[src/rtl/traffic_phase_controller.sv]
`default_nettype none
// ============================================================================
// Module   : traffic_phase_controller
// Purpose  : N-lane intersection phase FSM: occupancy-weighted green, amber,
//            all-red clearance, pedestrian walk, emergency pre-emption, night flash.
// Revision : 1.0  initial release
// ============================================================================
module traffic_phase_controller #(
  parameter int  NUM_LANES   = 8,
  parameter int  CNT_W       = 8,
  parameter int  TMR_W       = 7,
  parameter int  MIN_GREEN   = 5,
  parameter int  SEC_PER_CAR = 2,
  parameter int  MAX_GREEN   = 60,
  parameter int  AMBER_TIME  = 3,
  parameter int  ALLRED_TIME = 2,
  parameter int  WALK_TIME   = 10,
  localparam int LANE_W      = $clog2(NUM_LANES)
) (
  input  logic                       clk,
  input  logic                       rst,
  input  logic                       tick,
  input  logic                       night_mode,
  input  logic                       ped_req,
  input  logic                       emg_req,
  input  logic [LANE_W-1:0]          emg_lane,
  input  logic [NUM_LANES*CNT_W-1:0] lane_count,
  output logic [NUM_LANES-1:0]       green,
  output logic [NUM_LANES-1:0]       amber,
  output logic [NUM_LANES-1:0]       red,
  output logic                       walk,
  output logic [1:0]                 mode,
  output logic [LANE_W-1:0]          cur_lane
);

  typedef enum logic [2:0] {
    S_ALLRED    = 3'd0,
    S_GREEN     = 3'd1,
    S_AMBER     = 3'd2,
    S_WALK      = 3'd3,
    S_EMG       = 3'd4,
    S_NIGHT_ON  = 3'd5,
    S_NIGHT_OFF = 3'd6
  } state_t;

  localparam logic [TMR_W-1:0]     c_ALLRED_LD = TMR_W'(ALLRED_TIME - 1);
  localparam logic [TMR_W-1:0]     c_AMBER_LD  = TMR_W'(AMBER_TIME - 1);
  localparam logic [TMR_W-1:0]     c_WALK_LD   = TMR_W'(WALK_TIME - 1);
  localparam logic [TMR_W-1:0]     c_MAXG_LD   = TMR_W'(MAX_GREEN - 1);
  localparam logic [TMR_W-1:0]     c_TMR_ONE   = TMR_W'(1);
  localparam logic [LANE_W-1:0]    c_LAST_LANE = LANE_W'(NUM_LANES - 1);
  localparam logic [LANE_W-1:0]    c_LANE_ONE  = LANE_W'(1);
  localparam logic [NUM_LANES-1:0] c_OH_ONE    = NUM_LANES'(1);
  localparam logic [1:0]           c_MODE_DAY  = 2'd0;
  localparam logic [1:0]           c_MODE_NGT  = 2'd1;
  localparam logic [1:0]           c_MODE_PED  = 2'd2;
  localparam logic [1:0]           c_MODE_EMG  = 2'd3;

  state_t                r_state, w_state_nx;
  logic [TMR_W-1:0]      r_timer, w_timer_nx, w_green_ld;
  logic [LANE_W-1:0]     r_cur_lane, w_lane_nx, r_emg_hold, w_hold_nx;
  logic                  r_ped_pend, w_ped_nx;
  logic [NUM_LANES-1:0]  r_green, r_amber, r_red;
  logic [NUM_LANES-1:0]  w_green_nx, w_amber_nx, w_red_nx, w_oh_lane, w_oh_hold;
  logic                  r_walk, w_walk_nx;
  logic [1:0]            r_mode, w_mode_nx;
  logic [CNT_W-1:0]      w_cnt [NUM_LANES];
  logic [NUM_LANES-1:0]  w_busy;
  logic [LANE_W-1:0]     w_lane_inc, w_rr_lane, w_hi_lane, w_lo_lane;
  logic                  w_hi_found, w_lo_found, w_tmr_end;
  logic [31:0]           w_g_full;

  for (genvar gi = 0; gi < NUM_LANES; gi++) begin : g_lane
    assign w_cnt[gi]  = lane_count[gi*CNT_W +: CNT_W];
    assign w_busy[gi] = |lane_count[gi*CNT_W +: CNT_W];
  end

  assign w_lane_inc = (r_cur_lane == c_LAST_LANE) ? '0 : r_cur_lane + c_LANE_ONE;
  assign w_tmr_end  = (r_timer == '0);

  // Round robin: the lowest busy lane above cur_lane wins, else the lowest busy lane at or below it.
  always_comb begin
    w_hi_found = 1'b0;
    w_lo_found = 1'b0;
    w_hi_lane  = '0;
    w_lo_lane  = '0;
    for (int j = NUM_LANES - 1; j >= 0; j--) begin
      if (w_busy[j]) begin
        if (LANE_W'(j) > r_cur_lane) begin
          w_hi_found = 1'b1;
          w_hi_lane  = LANE_W'(j);
        end else begin
          w_lo_found = 1'b1;
          w_lo_lane  = LANE_W'(j);
        end
      end
    end
    if (w_hi_found)      w_rr_lane = w_hi_lane;
    else if (w_lo_found) w_rr_lane = w_lo_lane;
    else                 w_rr_lane = w_lane_inc;
  end

  assign w_g_full   = 32'(MIN_GREEN) + 32'(w_cnt[w_rr_lane]) * 32'(SEC_PER_CAR);
  assign w_green_ld = (w_g_full > 32'(MAX_GREEN)) ? c_MAXG_LD : TMR_W'(w_g_full - 32'd1);

  always_comb begin
    w_state_nx = r_state;
    w_timer_nx = r_timer;
    w_lane_nx  = r_cur_lane;
    w_hold_nx  = r_emg_hold;
    if (tick) begin
      case (r_state)
        S_ALLRED: begin
          if (!w_tmr_end) begin
            w_timer_nx = r_timer - c_TMR_ONE;
          end else if (emg_req) begin
            w_state_nx = S_EMG;
            w_hold_nx  = emg_lane;
          end else if (r_ped_pend) begin
            w_state_nx = S_WALK;
            w_timer_nx = c_WALK_LD;
          end else if (night_mode) begin
            w_state_nx = S_NIGHT_ON;
          end else begin
            w_state_nx = S_GREEN;
            w_lane_nx  = w_rr_lane;
            w_timer_nx = w_green_ld;
          end
        end
        S_GREEN: begin
          if (emg_req && (emg_lane == r_cur_lane)) begin
            w_state_nx = S_EMG;
            w_hold_nx  = r_cur_lane;
          end else if (emg_req || w_tmr_end) begin
            w_state_nx = S_AMBER;
            w_timer_nx = c_AMBER_LD;
          end else begin
            w_timer_nx = r_timer - c_TMR_ONE;
          end
        end
        S_AMBER: begin
          if (w_tmr_end) begin
            w_state_nx = S_ALLRED;
            w_timer_nx = c_ALLRED_LD;
          end else begin
            w_timer_nx = r_timer - c_TMR_ONE;
          end
        end
        S_WALK: begin
          if (emg_req || w_tmr_end) begin
            w_state_nx = S_ALLRED;
            w_timer_nx = c_ALLRED_LD;
          end else begin
            w_timer_nx = r_timer - c_TMR_ONE;
          end
        end
        S_EMG: begin
          if (!emg_req) begin
            w_state_nx = S_AMBER;
            w_timer_nx = c_AMBER_LD;
            w_lane_nx  = r_emg_hold;
          end
        end
        S_NIGHT_ON, S_NIGHT_OFF: begin
          if (!night_mode || emg_req || r_ped_pend) begin
            w_state_nx = S_ALLRED;
            w_timer_nx = c_ALLRED_LD;
          end else begin
            w_state_nx = (r_state == S_NIGHT_ON) ? S_NIGHT_OFF : S_NIGHT_ON;
          end
        end
        default: begin
          w_state_nx = S_ALLRED;
          w_timer_nx = c_ALLRED_LD;
        end
      endcase
    end
    if ((w_state_nx == S_WALK) && (r_state != S_WALK)) w_ped_nx = 1'b0;
    else w_ped_nx = r_ped_pend | (ped_req && (r_state != S_WALK));
  end

  // Lamps are decoded from the next state so they change on the same edge as the FSM.
  assign w_oh_lane = c_OH_ONE << w_lane_nx;
  assign w_oh_hold = c_OH_ONE << w_hold_nx;

  always_comb begin
    w_green_nx = '0;
    w_amber_nx = '0;
    w_red_nx   = '1;
    w_walk_nx  = 1'b0;
    w_mode_nx  = c_MODE_DAY;
    case (w_state_nx)
      S_GREEN: begin
        w_green_nx = w_oh_lane;
        w_red_nx   = ~w_oh_lane;
      end
      S_AMBER: begin
        w_amber_nx = w_oh_lane;
        w_red_nx   = ~w_oh_lane;
      end
      S_WALK: begin
        w_walk_nx  = 1'b1;
        w_mode_nx  = c_MODE_PED;
      end
      S_EMG: begin
        w_green_nx = w_oh_hold;
        w_red_nx   = ~w_oh_hold;
        w_mode_nx  = c_MODE_EMG;
      end
      S_NIGHT_ON: begin
        w_amber_nx = '1;
        w_red_nx   = '0;
        w_mode_nx  = c_MODE_NGT;
      end
      S_NIGHT_OFF: begin
        w_red_nx   = '0;
        w_mode_nx  = c_MODE_NGT;
      end
      default: ;
    endcase
  end

  always_ff @(posedge clk) begin
    if (!rst) begin
      r_state    <= S_ALLRED;
      r_timer    <= c_ALLRED_LD;
      r_cur_lane <= '0;
      r_ped_pend <= 1'b0;
      r_emg_hold <= '0;
      r_green    <= '0;
      r_amber    <= '0;
      r_red      <= '1;
      r_walk     <= 1'b0;
      r_mode     <= c_MODE_DAY;
    end else begin
      r_state    <= w_state_nx;
      r_timer    <= w_timer_nx;
      r_cur_lane <= w_lane_nx;
      r_ped_pend <= w_ped_nx;
      r_emg_hold <= w_hold_nx;
      r_green    <= w_green_nx;
      r_amber    <= w_amber_nx;
      r_red      <= w_red_nx;
      r_walk     <= w_walk_nx;
      r_mode     <= w_mode_nx;
    end
  end

  assign green    = r_green;
  assign amber    = r_amber;
  assign red      = r_red;
  assign walk     = r_walk;
  assign mode     = r_mode;
  assign cur_lane = r_cur_lane;

endmodule
`default_nettype wire

[config.mk]
export PLATFORM = sky130hd
export DESIGN_NAME = traffic_phase_controller
export DESIGN_NICKNAME = d
export VERILOG_FILES = /design/src/rtl/traffic_phase_controller.sv
export SDC_FILE = /design/constraint.sdc
export NUM_CORES = 1
export LEC_CHECK = 0
export BUFFER_PORTS_ARGS = -buffer_cell sky130_fd_sc_hd__buf_2
export CORE_MARGIN = 1
export CORE_UTILIZATION = 40
export CTS_CLUSTER_DIAMETER = 120
export DETAILED_ROUTE_END_ITERATION = 12
export GPL_ROUTABILITY_DRIVEN = 0
export GPL_TIMING_DRIVEN = 1
export SLEW_MARGIN = 20
export SYNTH_ARGS = -nofsm -noshare
export SYNTH_HDL_FRONTEND = slang
export SYNTH_SLANG_ARGS = --single-unit
[constraint.sdc]
create_clock -name clk -period 12.9 [get_ports clk]
set_input_delay 1.29 -clock clk [delete_from_list [all_inputs] [get_ports clk]]
set_output_delay 1.29 -clock clk [all_outputs]
set_load 0.02 [all_outputs]
# Word-level counts from Yosys, hierarchy flattened
# Cells that the tools add are included.
# classes
magnitude_cmp	10
shifts	2
mux	112
n_bitwise	5
add_sub_neg	4
reduce_logical	22
eq_ne	20
# ops
cell	count
$mux W3	56
$mux W7	11
$reduce_or A8 Y1	8
$pmux W7 S6	1
$mux W1	33
$pmux W8 S2	2
$bmux W8 S3	1
$pmux W8 S3	1
$eq A3 B3 Y1 const B	7
$pmux W3 S6	1
$mux W8	2
$not A8 Y8	2
$shl A1 B3 Y8 const A	2
$sub A7 B1 Y7 const B	2
$eq A3 B2 Y1 const B	4
$gt A3 B3 Y1 const A	4
$pmux W3 S2	2
$add A3 B9 Y10 const A	1
$gt A10 B6 Y1 const B	1
$reduce_or A2 Y1	4
$logic_not A7 Y1	1
$eq A3 B1 Y1 const B	2
$gt A1 B3 Y1 const A	2
$gt A2 B3 Y1 const A	2
other kinds (17)	23
# totals
regBits	44
input_bits	73
elab_cells	185
output_inout_bits	30

# Depth between registers and ports, before layout
# logic_depth
depth_word	31
mapped_depth	19
depth_no_buf	17

# Least setup slack after synthesis
# No wires, ideal clock.
# synth_path
path_kind	input to register
from	in lane_count[57]
to	reg r_timer[3]
setup_time_ns	0.133
cell_stages	15
required_ns	12.767
arrival_ns	5.250
setup_slack_ns	7.517
path_buffers	1
path_cell_list	nor4_1 -> a21oi_1 -> or4b_4 -> or4b_4 -> o31a_4 -> buf_2 -> nand2_1 -> a31oi_1 -> mux2_2 -> ha_1 -> or4_1 -> o2111ai_2 -> and4bb_1 -> nor3_4 -> a311oi_1
# synth_between
elab_chain_len	30
word_cells_on_any_way	76
cone_classes	add/sub (2); order compare (1); mux (71); bitwise (1); reduce/logical (1)
# synth_lines
element	line	text
start: declaration	27	input logic [NUM_LANES*CNT_W-1:0] lane_count,
$reduce_or A8 Y1	75	assign w_busy[gi] = |lane_count[gi*CNT_W +: CNT_W];
$mux W3 or $mux W1 (tied branches)	88	if (w_busy[j]) begin
$mux W3 or $mux W1 (tied branches)	89	if (LANE_W'(j) > r_cur_lane) begin
$mux W3 or $mux W1 (tied branches)	88	
$mux W3 or $mux W1 (tied branches)	89	
$mux W3 or $mux W1 (tied branches)	88	
$mux W3 or $mux W1 (tied branches)	89	
$mux W3 or $mux W1 (tied branches)	88	
(+14 left out)	n/a	
$add A3 B9 Y10 *	103	assign w_g_full = 32'(MIN_GREEN) + 32'(w_cnt[w_rr_lane]) * 32'(SEC_PER_CAR);
$gt A10 B6 Y1 or $sub A7 B1 Y7 (tied branches)	104	assign w_green_ld = (w_g_full > 32'(MAX_GREEN)) ? c_MAXG_LD : TMR_W'(w_g_full - 32'd1);
$mux W7 *	104	
$mux W7 *	122	end else if (night_mode) begin
$mux W7 *	119	end else if (r_ped_pend) begin
$mux W7 *	116	end else if (emg_req) begin
$mux W7 *	114	if (!w_tmr_end) begin
$pmux W7 S6 *	112	case (r_state)
end signal: assignment	226	r_timer <= c_ALLRED_LD;
end signal: assignment	237	r_timer <= w_timer_nx;
end: declaration	60	logic [TMR_W-1:0] r_timer, w_timer_nx, w_green_ld;
# Mark *: on every way between the ends. The rest lies on a longest branch, timed or not. The select of a mux whose other input is x is not followed.
# A chain may end at the register's enable or synchronous reset.

# Worst setup path after layout
# layout_path
from	in lane_count[33]
to	reg r_timer[3]
# layout_between
elab_chain_len	24
word_cells_on_any_way	52
cone_classes	add/sub (2); order compare (1); mux (47); bitwise (1); reduce/logical (1)
# layout_lines
element	line
$reduce_or A8 Y1	75
$mux W3 or $mux W1 (tied branches)	88
$mux W3 or $mux W1 (tied branches)	89
$mux W3 or $mux W1 (tied branches)	88
$mux W3 or $mux W1 (tied branches)	89
$mux W3 or $mux W1 (tied branches)	88
$mux W3 or $mux W1 (tied branches)	89
$mux W3 or $mux W1 (tied branches)	88
(+8 left out)	n/a
$add A3 B9 Y10 *	103
$gt A10 B6 Y1 or $sub A7 B1 Y7 (tied branches)	104
$mux W7 *	104
$mux W7 *	122
$mux W7 *	119
$mux W7 *	116
$mux W7 *	114
$pmux W7 S6 *	112
# Marks and branches as above.

==> summary.txt <==
Clock network
  • Skew-Pair Late Insertion Delay: 300 ps
  • Total CTS buffers: 5
  • Reg clk slew, reported paths: 90 ps
  • Root Driver: clkbuf_8
  • Post-CTS sizing: 0
  • Htree depth: 2
  • CTS tree: yes
  • Cts hold-fix bufs: 0
  • Clock buffer depth: 2
  • Clock tree sinks: 44
  • Post-CTS Setup Bufs: 0

Drt
  • First-pass detailed-route iteration total: 6
  • Total Wirelength: 11.6 mm
  • Drt drc: 0
  • Via/cell ratio: 6.27
  • Detail Route Antenna Nets: 0
  • Starting DRC count in detailed routing: 260
  • Via count: 4224
  • Routed length per instance: 17.3 microns

Floorplanning
  • Core Footprint: 8680 sq um
  • Starting Density: 41.2%
  • Die Wd: 96.5 microns
  • Die height: 96.5 microns
  • FP Rows: 34
  • I/O pin count: 103
  • Die Footprint: 9320 sq um

Finish
  • Fillers: 901
  • Commonest non-fill, non-tap cell in the layout: buf_2
  • Ratio of cells with drive above 1 in the final layout: 23.1%
  • Most frequent cells in the layout: buf_2 (102), nand2_1 (50), nor2_1 (44), dfxtp_1 (44), a21oi_1 (43)
  • Antenna Cells: 0
  • Net count, final: 645
  • Area Growth Syn to Fin: 18.9%

Critical path
  • RR Endpoint: r_timer[3]$_SDFFE_PN0P_
  • Worst-path fanout max: 23
  • Startpoint Class: input pin
  • Critical Path Source: lane_count[33]
  • Crit Reg-Reg Startpoint: cur_lane[0]$_SDFF_PN0_
  • CP bufs+invs: 2
  • CP arrival: 6340 ps
  • CP max-delay cell: o31ai_4
  • Critical path's most frequent cell: or4b_4
  • Critical Path End: r_timer[3]$_SDFFE_PN0P_
  • Reg2Reg Depth: 17
  • WP depth: 16
  • Worst Path Required: 13080 ps
  • Cell Chain, Critical Path: buf_2 > nor4_1 > a21oi_1 > or4b_4 > or4b_4 > o31ai_4 > a221oi_1 > a31oi_1 > mux2i_1 > inv_1 > ha_1 > o21a_1 > a222oi_1 > a311o_2 > nor3_4 > a311oi_1
  • Crit path capture type: register
  • Slowest stage delay, CP: 820 ps
  • Setup Crit Path Kind: in2reg
  • Reg2Reg Setup Slack: 7390 ps
  • Crit-path leading delay family: compound AO/OA/AOI/OAI gates

Placed design
  • Number of port buffers: 102
  • Post-DP HPWL: 9.19 mm

Logic synthesis
  • Complex-gate fraction of the synthesized area: 31.8%
  • Synthesis warning total: 0
  • Post-synthesis mux area share: 4.83%
  • Post-Synth Adder-Cell Area: 2.45%
  • Post-synth EDFFs: 0
  • Synth Net Count: 556
  • Post-synthesis xor/xnor area fraction: 1.47%
  • Synthesized cell area: 3570 sq um
  • Gate count of the mapped netlist: 476
  • Ys flop type: dfxtp_1
  • Post-synthesis register bit count: 44
  • Register area share after synthesis: 24.6%
  • Synth unique cells: 75
  • Asr flop ratio synth: 0%
  • Avg Inst Size Synth: 7.51 sq um
  • Main combinational cell family by area after synthesis: compound AO/OA/AOI/OAI gates
  • Synth Area in Simple Gates: 30.7%

Global route
  • Antenna violations before repair: 0
  • Global Route Usage Sum: 25.2%
  • First-pass GRT wire length: 18.4 mm
  • Pin count of the biggest net entering global routing: 24
  • GRT Residual Overflow: 0
  • Vias in the first global route: 3716

Power and ir drop
  • Peak VDD IR: 0.0671 mV
  • Psw: 0.251 mW
  • Pwr Total: 0.575 mW
  • Sequential fraction of design power: 29.8%
  • Leakage power: 1.79 nW
  • Pint: 0.325 mW
  • PwrDens: 135 nW/um^2
  • Switching share of total power: 43.6%
  • Logic gate share of total power: 51.2%
  • Clock share of power: 19.0%

Job
  • Max-cap viol count: 0

Min path
  • Hold Crit Class: reg2reg
  • Hold path cells: 2

STA
  • Setup-failing EPs final: 0
  • Final Skew: 7.41 ps
  • Fin crit period: 6150 ps
  • Final slew viol count: 0
  • Worst Max-Slew Pin Slew: 1010 ps
  • Fin Setup TNS: 0 ps
  • Fmax: 0.163 GHz
  • Slew HR: 32.9%
  • Final hold violation count: 0
  • Fin crit share: 47.7%
  • RSZ-0062 raised after global routing: false

Outcome
  • Status: finished, final reports clean
-- stage by stage --
stage | std cells | worst slack (ps) | hold slack, ps | utilization [%] | cell area [sq um]
floorplan | 476 | 7520 | 421 | - | 3570
global placement | 666 | 6710 | 433 | 47.6 | 4130
detailed placement | 666 | 6530 | 439 | 47.6 | 4130
CTS | 674 | 6850 | 452 | 49.0 | 4250
global route | 674 | 6440 | 477 | 49.0 | 4250
finish | 674 | 6750 | 452 | 49.0 | 4250
-- worst min path at each step --
stage / slack, ps / from / end
5_1_grt: 480 / r_timer[6]$_SDFFE_PN0P_ / r_timer[6]$_SDFFE_PN0P_
6_report: 450 / r_timer[6]$_SDFFE_PN0P_ / r_timer[6]$_SDFFE_PN0P_
3_3_place_gp: 430 / r_timer[6]$_SDFFE_PN0P_ / r_timer[6]$_SDFFE_PN0P_
4_1_cts: 450 / r_timer[6]$_SDFFE_PN0P_ / r_timer[6]$_SDFFE_PN0P_
2_1_floorplan: 420 / r_timer[6]$_SDFFE_PN0P_ / r_timer[6]$_SDFFE_PN0P_
3_5_place_dp: 440 / r_timer[6]$_SDFFE_PN0P_ / r_timer[6]$_SDFFE_PN0P_
-- Yosys cell counts, types with 4 or more instances --
cell type	count	area share, %
a32o_1	4	1.1
nor2_1	44	4.6
and3_1	10	1.8
nand2b_1	7	1.2
dfxtp_1	44	25
clkbuf_1	12	1.3
nand2_1	50	5.3
buf_2	4	0.56
nand3b_1	6	1.3
a31oi_1	5	0.88
o21ai_0	23	3.2
a21boi_0	4	0.84
nand4_1	4	0.70
o22ai_1	9	1.6
nor2b_1	5	0.88
a22o_1	7	1.7
a211o_1	6	1.5
or4_1	5	1.1
or3_1	5	0.88
nor4_1	16	2.8
inv_1	15	1.6
a21o_1	5	1.1
o21a_1	6	1.3
a221oi_1	6	1.5
a21oi_1	43	6.0
a22oi_1	4	0.84
mux2i_1	15	4.2
xnor2_1	4	0.98
nand3_1	19	2.7
nor3_1	12	1.7
ha_1	7	2.5
-- flip-flops by register name (all words and copies together) (netlist names), 2 cells and up --
register,cells
amber,8
cur_lane,3
green,8
mode,2
r_emg_hold,3
r_state,3
r_timer,7
red,8
-- logic make-up after synthesis --
group / after synthesis
simple gates: 205
compound gates: 161
flops: 44
buf+inv: 36
mux: 17
fa+ha+maj: 7
xor+xnor: 6
-- power groups by stage --
stage	Clock [mW]	Combinational (mW)	Sequential [mW]
6_report	0.110	0.295	0.171
5_1_grt	0.118	0.325	0.174
4_1_cts	0.113	0.290	0.171
3_5_place_dp	0	0.288	0.174
3_3_place_gp	0	0.286	0.173
2_1_floorplan	0	0.207	0.180
-- area by class of cell --
class                   count  area (sq um)  area share [%]
multi-input cells         396          2550            59.9
flip-flops and latches     44           881            20.7
repair buffers            102           510            12.0
well taps                 108           135            3.18
clock buffers               5          68.8            1.62
inverters                  16          60.1            1.41
clock inverters             3          47.5            1.12
-- worst register-to-register path: stages (launching register included) --
cell       delay, ps
dfxtp_1          640
inv_1            130
ha_1             240
o31a_1           310
a21boi_0         150
or2_2            380
o31ai_2          500
nand2_1          560
a221oi_1         390
a31oi_1          130
mux2i_1          310
inv_1             80
ha_1             240
or4_1            570
o2111ai_2        140
and4bb_1         240
nor3_4           250
a311oi_1         130
-- routing by layer --
| metal | routed length [microns] | global-route usage (%) |
|---|---|---|
| met5 | 0 | 0 |
| met4 | 80 | 4.78 |
| met3 | 777 | 3.29 |
| met2 | 5370 | 40.1 |
| met1 | 5420 | 36.2 |
Note: power is estimated with default switching activity, not from simulation.
